File: config.mk
export PLATFORM = sky130hd
export DESIGN_NAME = sim_status_mmio
export DESIGN_NICKNAME = d
export VERILOG_FILES = /design/src/rtl/sim_status_mmio.sv
export SDC_FILE = /design/constraint.sdc
export NUM_CORES = 1
export LEC_CHECK = 0
export BUFFER_PORTS_ARGS = -buffer_cell sky130_fd_sc_hd__clkbuf_2
export CORE_MARGIN = 2
export CORE_UTILIZATION = 40
export DETAILED_ROUTE_END_ITERATION = 6
export GPL_ROUTABILITY_DRIVEN = 0
export PLACE_DENSITY = 0.59
export SYNTH_ARGS = -nofsm -noshare
export SYNTH_HDL_FRONTEND = slang
export SYNTH_SLANG_ARGS = --single-unit
File: constraint.sdc
create_clock -name clk_i -period 3.02 [get_ports clk_i]
set_input_delay 0.604 -clock clk_i [delete_from_list [all_inputs] [get_ports clk_i]]
set_output_delay 0.604 -clock clk_i [all_outputs]
set_load 0.02 [all_outputs]
File: src/rtl/sim_status_mmio.sv
// Test-status and console peripheral on the CPU data bus: latches the program's
// pass/fail word, drains buffered console bytes, then raises done.
module sim_status_mmio #(
    parameter int unsigned FIFO_DEPTH = 8,
    parameter logic [31:0] PASS_CODE  = 32'h777,
    parameter logic [3:0]  REGION     = 4'h1
) (
    input  logic        clk_i,
    input  logic        rst_ni,
    input  logic [31:0] dbus_cmd_addr_i,
    input  logic        dbus_cmd_we_i,
    input  logic        dbus_cmd_re_i,
    input  logic [31:0] dbus_wdata_data_i,
    output logic [31:0] dbus_rdata_data_o,
    output logic        dbus_rdata_valid_o,
    output logic        con_valid_o,
    output logic [7:0]  con_data_o,
    input  logic        con_ready_i,
    output logic        done_o,
    output logic        pass_o,
    output logic [31:0] code_o
);

    localparam int unsigned AW = $clog2(FIFO_DEPTH);
    localparam int unsigned CW = AW + 1;

    localparam logic [1:0] OFF_STATUS  = 2'd0;
    localparam logic [1:0] OFF_CONSOLE = 2'd1;
    localparam logic [1:0] OFF_CYC_LO  = 2'd2;
    localparam logic [1:0] OFF_CYC_HI  = 2'd3;

    typedef enum logic [1:0] {
        RUN,
        DRAIN,
        DONE
    } state_t;

    state_t state, state_d;

    logic [7:0]    mem [FIFO_DEPTH];
    logic [AW-1:0] wr_ptr, rd_ptr;
    logic [CW-1:0] count;
    logic [63:0]   cycle;
    logic [31:0]   shadow_hi;

    logic       hit, wr, rd;
    logic [1:0] offset;
    logic       full, empty, push, pop, status_wr;
    logic       unused;

    assign hit    = (dbus_cmd_addr_i[31:28] == REGION);
    assign offset = dbus_cmd_addr_i[3:2];
    assign unused = ^{dbus_cmd_addr_i[27:4], dbus_cmd_addr_i[1:0]};

    // A simultaneous write and read strobe is treated as a write only.
    assign wr = hit & dbus_cmd_we_i;
    assign rd = hit & dbus_cmd_re_i & ~dbus_cmd_we_i;

    assign full  = (count == CW'(FIFO_DEPTH));
    assign empty = (count == '0);

    // Full is taken before this cycle's pop, so push-on-full is dropped even if a pop frees a slot.
    assign pop       = ~empty & con_ready_i;
    assign push      = wr & (offset == OFF_CONSOLE) & ~full & (state == RUN);
    assign status_wr = wr & (offset == OFF_STATUS) & (state == RUN);

    always_ff @(posedge clk_i) begin
        if (push) begin
            mem[wr_ptr] <= dbus_wdata_data_i[7:0];
        end
    end

    always_ff @(posedge clk_i) begin
        if (!rst_ni) begin
            wr_ptr <= '0;
            rd_ptr <= '0;
            count  <= '0;
        end else begin
            if (push) begin
                wr_ptr <= wr_ptr + 1'b1;
            end
            if (pop) begin
                rd_ptr <= rd_ptr + 1'b1;
            end
            case ({push, pop})
                2'b10:   count <= count + 1'b1;
                2'b01:   count <= count - 1'b1;
                default: count <= count;
            endcase
        end
    end

    always_ff @(posedge clk_i) begin
        if (!rst_ni) begin
            state <= RUN;
        end else begin
            state <= state_d;
        end
    end

    always_comb begin
        state_d = state;
        case (state)
            RUN:     if (status_wr) state_d = DRAIN;
            DRAIN:   if (empty) state_d = DONE;
            DONE:    state_d = DONE;
            default: state_d = RUN;
        endcase
    end

    always_ff @(posedge clk_i) begin
        if (!rst_ni) begin
            code_o <= '0;
            pass_o <= 1'b0;
        end else if (status_wr) begin
            code_o <= dbus_wdata_data_i;
            pass_o <= (dbus_wdata_data_i == PASS_CODE);
        end
    end

    always_ff @(posedge clk_i) begin
        if (!rst_ni) begin
            cycle <= '0;
        end else begin
            cycle <= cycle + 64'd1;
        end
    end

    always_ff @(posedge clk_i) begin
        if (!rst_ni) begin
            dbus_rdata_data_o  <= '0;
            dbus_rdata_valid_o <= 1'b0;
            shadow_hi          <= '0;
        end else begin
            dbus_rdata_valid_o <= rd;
            if (rd) begin
                case (offset)
                    OFF_STATUS:  dbus_rdata_data_o <= {29'b0, full, done_o, pass_o};
                    OFF_CONSOLE: dbus_rdata_data_o <= 32'(count);
                    OFF_CYC_LO: begin
                        dbus_rdata_data_o <= cycle[31:0];
                        shadow_hi         <= cycle[63:32];
                    end
                    OFF_CYC_HI:  dbus_rdata_data_o <= shadow_hi;
                    default:     dbus_rdata_data_o <= '0;
                endcase
            end
        end
    end

    assign done_o      = (state == DONE);
    assign con_valid_o = ~empty;
    assign con_data_o  = empty ? 8'h00 : mem[rd_ptr];

endmodule

==> out/metrics.cfg <==
[drt]
viasPerCell = 5.28
postRouteAntennaNets = 0
drc_errors = 0
drt_wl_total_um = 25000
drt-pass1-iter-count = 7
wl_per_cell_um = 16.6
drt_iter0_markers = 479
num_vias = 7936

[timing]
rsz0062_at_grt = false
hold_viol = 0
fmax_ghz = 0.373
slew_viol_final = 0
worst_slew_pin_slew_ns = 0.558
skew_ns = 0.0122
fin_crit_sh_pct = 88.9
setup_viol = 0
finalSetupTns_ns = 0
relSlewSlack_pct = 62.5
period_minus_slack_ns = 2.68

[yosys]
yosysSeqAreaShare_pct = 53.8
yosysTopAreaCellShare_pct = 34.9
synth_area_leader_cell = dfxtp_1
synthFlopType = dfxtp_1
synth_cell_types = 46
synth_seq_cells = 241
async_flop_share_pct = 0
synth-edff-count = 64
yosysWarnings = 0
syn-cell-area_mm2 = 0.0102
syn_avg_cell_area_um2 = 9.88
synthTopCellsByArea = dfxtp_1, edfxtp_1, a21oi_1, nand2_1, nand3_1
synthCells = 1028
synth_fp_nets = 1107

[power]
p_per_area_mw_per_mm2 = 567
power_leakage_nw = 4.35
ir_worst_vdd_uv = 369

[cts]
path_clk_slew_ns = 0.06
cts-root-buf = clkbuf_16
cts.hold.buffers_added = 0
cts_buffer_depth = 3
cts-resized-gates = 0
clk_latency_ns = 0.54
cts_tree = yes
cts-htree-levels = 1
clock_sinks = 241
cts_setup_buffers = 0
cts_made_buffers = 27

[place]
dpl.hpwl_um = 17000
place_area_mm2 = 0.0113
portBuffers = 118

[final_layout]
final_common_cell = dfxtp_1
nets = 1233
final_cell_mix = dfxtp_1, nand2_1, a21oi_1, clkbuf_2, nand3_1
design_area_mm2 = 0.0122
drive_gt1_share_pct = 22.3
syn_to_final_growth_pct = 19.8
antenna_cells = 0

[worst_setup_path]
path_buf_inv = 2
path_class = reg -> out
end_kind = primary output
critical-path-slowest-cell = mux4_2
arrival_ns = 2.08
worst_setup_path_start_kind = flip-flop
required_ns = 2.42
crit_family = multiplexers
crit_fanout = 16
path_cells = buf_4 > mux4_2 > mux2i_1 > nor2_1 > clkbuf_2
cpPeakStageDelay_ns = 0.55

[grt]
overflow = 0
grt_util_all_layers_pct = 18.6
grt_pass1_wl_um = 39800
antenna_found_initial = 0
grt_max_degree = 69
grt_pass1_vias = 7647

[floorplanning]
dieArea_mm2 = 0.0267
row_count = 58
ios = 145
die_h_um = 163
start_util_pct = 40.6
core_area_mm2 = 0.0250
die_width_um = 163

[job]
cap_violations = 0

[min_path]
min_path_type = in -> reg

[outcome]
run_status = completed

cell families (layout without fill, tap and decap cells):
family	Yosys count	after routing	share of synthesized area, %
adders and majority gates	10	10	1.23
buffers and inverters	71	217	2.67
muxes	60	60	8.49
DFF	241	241	53.8
xor gates and xnor gates	48	48	4.14
and+or+nand+nor	446	446	21.9
AOI/OAI and AO/OA	152	152	7.80
sequential cells by signal, summed over array words and instances, names as in the netlist, named ones only:
signal	flops
mem	64
rd_ptr	3
code_o	32
count	4
dbus_rdata_valid_o	1
wr_ptr	3
pass_o	1
shadow_hi	32
cycle	64
dbus_rdata_data_o	32
state	2
path summary, 6_finish.rpt:
kind	cells after the start	startpoint	slack (ns)	end
hold / removal	3	dbus_wdata_data_i[23]	0.31	code_o[23]$_SDFFE_PN0P_
setup / recovery	5	flip-flop	0.34	con_data_o[0]
setup reg to reg	11	count[0]$_SDFFE_PN0P_	0.36	count[3]$_SDFFE_PN0P_
hold reg to reg	2	dbus_rdata_data_o[31]$_SDFFE_PN0P_	0.45	dbus_rdata_data_o[31]$_SDFFE_PN0P_
metal layers:
metal  part of all wire [%]  vias up  global-route usage [%]
met3                    5.0       43                    3.05
met5                      0        -                       0
met2                     49      179                    32.7
li1                       -     3926                       -
met4                    2.0        0                    4.83
met1                     44     3788                    23.7
through the flow:
step / power, mW / hold slack, ns / std cells / setup slack [ns] / util, %
final: 6.90 / 0.305 / 1504 / 0.336 / 48.6
after global routing: 7.14 / 0.309 / 1504 / 0.139 / 48.6
after CTS: 6.99 / 0.283 / 1504 / 0.274 / 48.6
after detailed placement: 3.65 / 0.443 / 1455 / 0.0376 / 45.0
after global placement: 3.64 / 0.438 / 1455 / 0.0705 / 45.0
after floorplan: 3.54 / 0.433 / 1028 / 0.0000888 / -
worst reg2reg max path: cells and delay by family, from the launching register on:
kind                       cells  cell delay, ns
and+or+nand+nor                4            1.17
adders and majority gates      1            0.20
AOI/OAI and AO/OA              4            0.58
buffers and inverters          2            0.22
DFF                            1            0.38
final cells by class:
| cell class | instances | area (µm²) |
|---|---|---|
| timing repair buffer | 157 | 908 |
| multi-input combinational | 716 | 4430 |
| sequential | 241 | 5470 |
| tap | 330 | 413 |
| clock buffer | 35 | 756 |
| fill | 2356 | 12900 |
| clock inverter | 14 | 154 |
| inverter | 11 | 43.8 |
Yosys cell counts (2+ instances only):
cell and n:
dfxtp_1 177, nand2_1 155, a21oi_1 121, nand3_1 90, nor2_1 72, edfxtp_1 64, clkbuf_1 47, nand4_1 35
xor2_1 34, mux2_2 29, o21ai_0 20, mux4_2 18, or3_1 18, xnor2_1 14, mux2i_1 13, nor4_1 13
nor3_1 12, and3_1 10, ha_1 10, inv_1 10, and2_1 9, buf_1 9, buf_2 4, nor3b_1 4
o21a_1 4, o31ai_1 4, or4_1 4, nor4bb_1 3, and4b_1 2, nand3b_1 2, nand4_2 2, nor2b_1 2
nor4_2 2, nor4_4 2, nor4b_1 2
power breakdown:
part	internal, mW	switching (mW)
clock	2.02	1.31
combinational	0.0825	0.153
sequential	3.33	0.0115
Note: power is estimated with default switching activity, not from simulation.
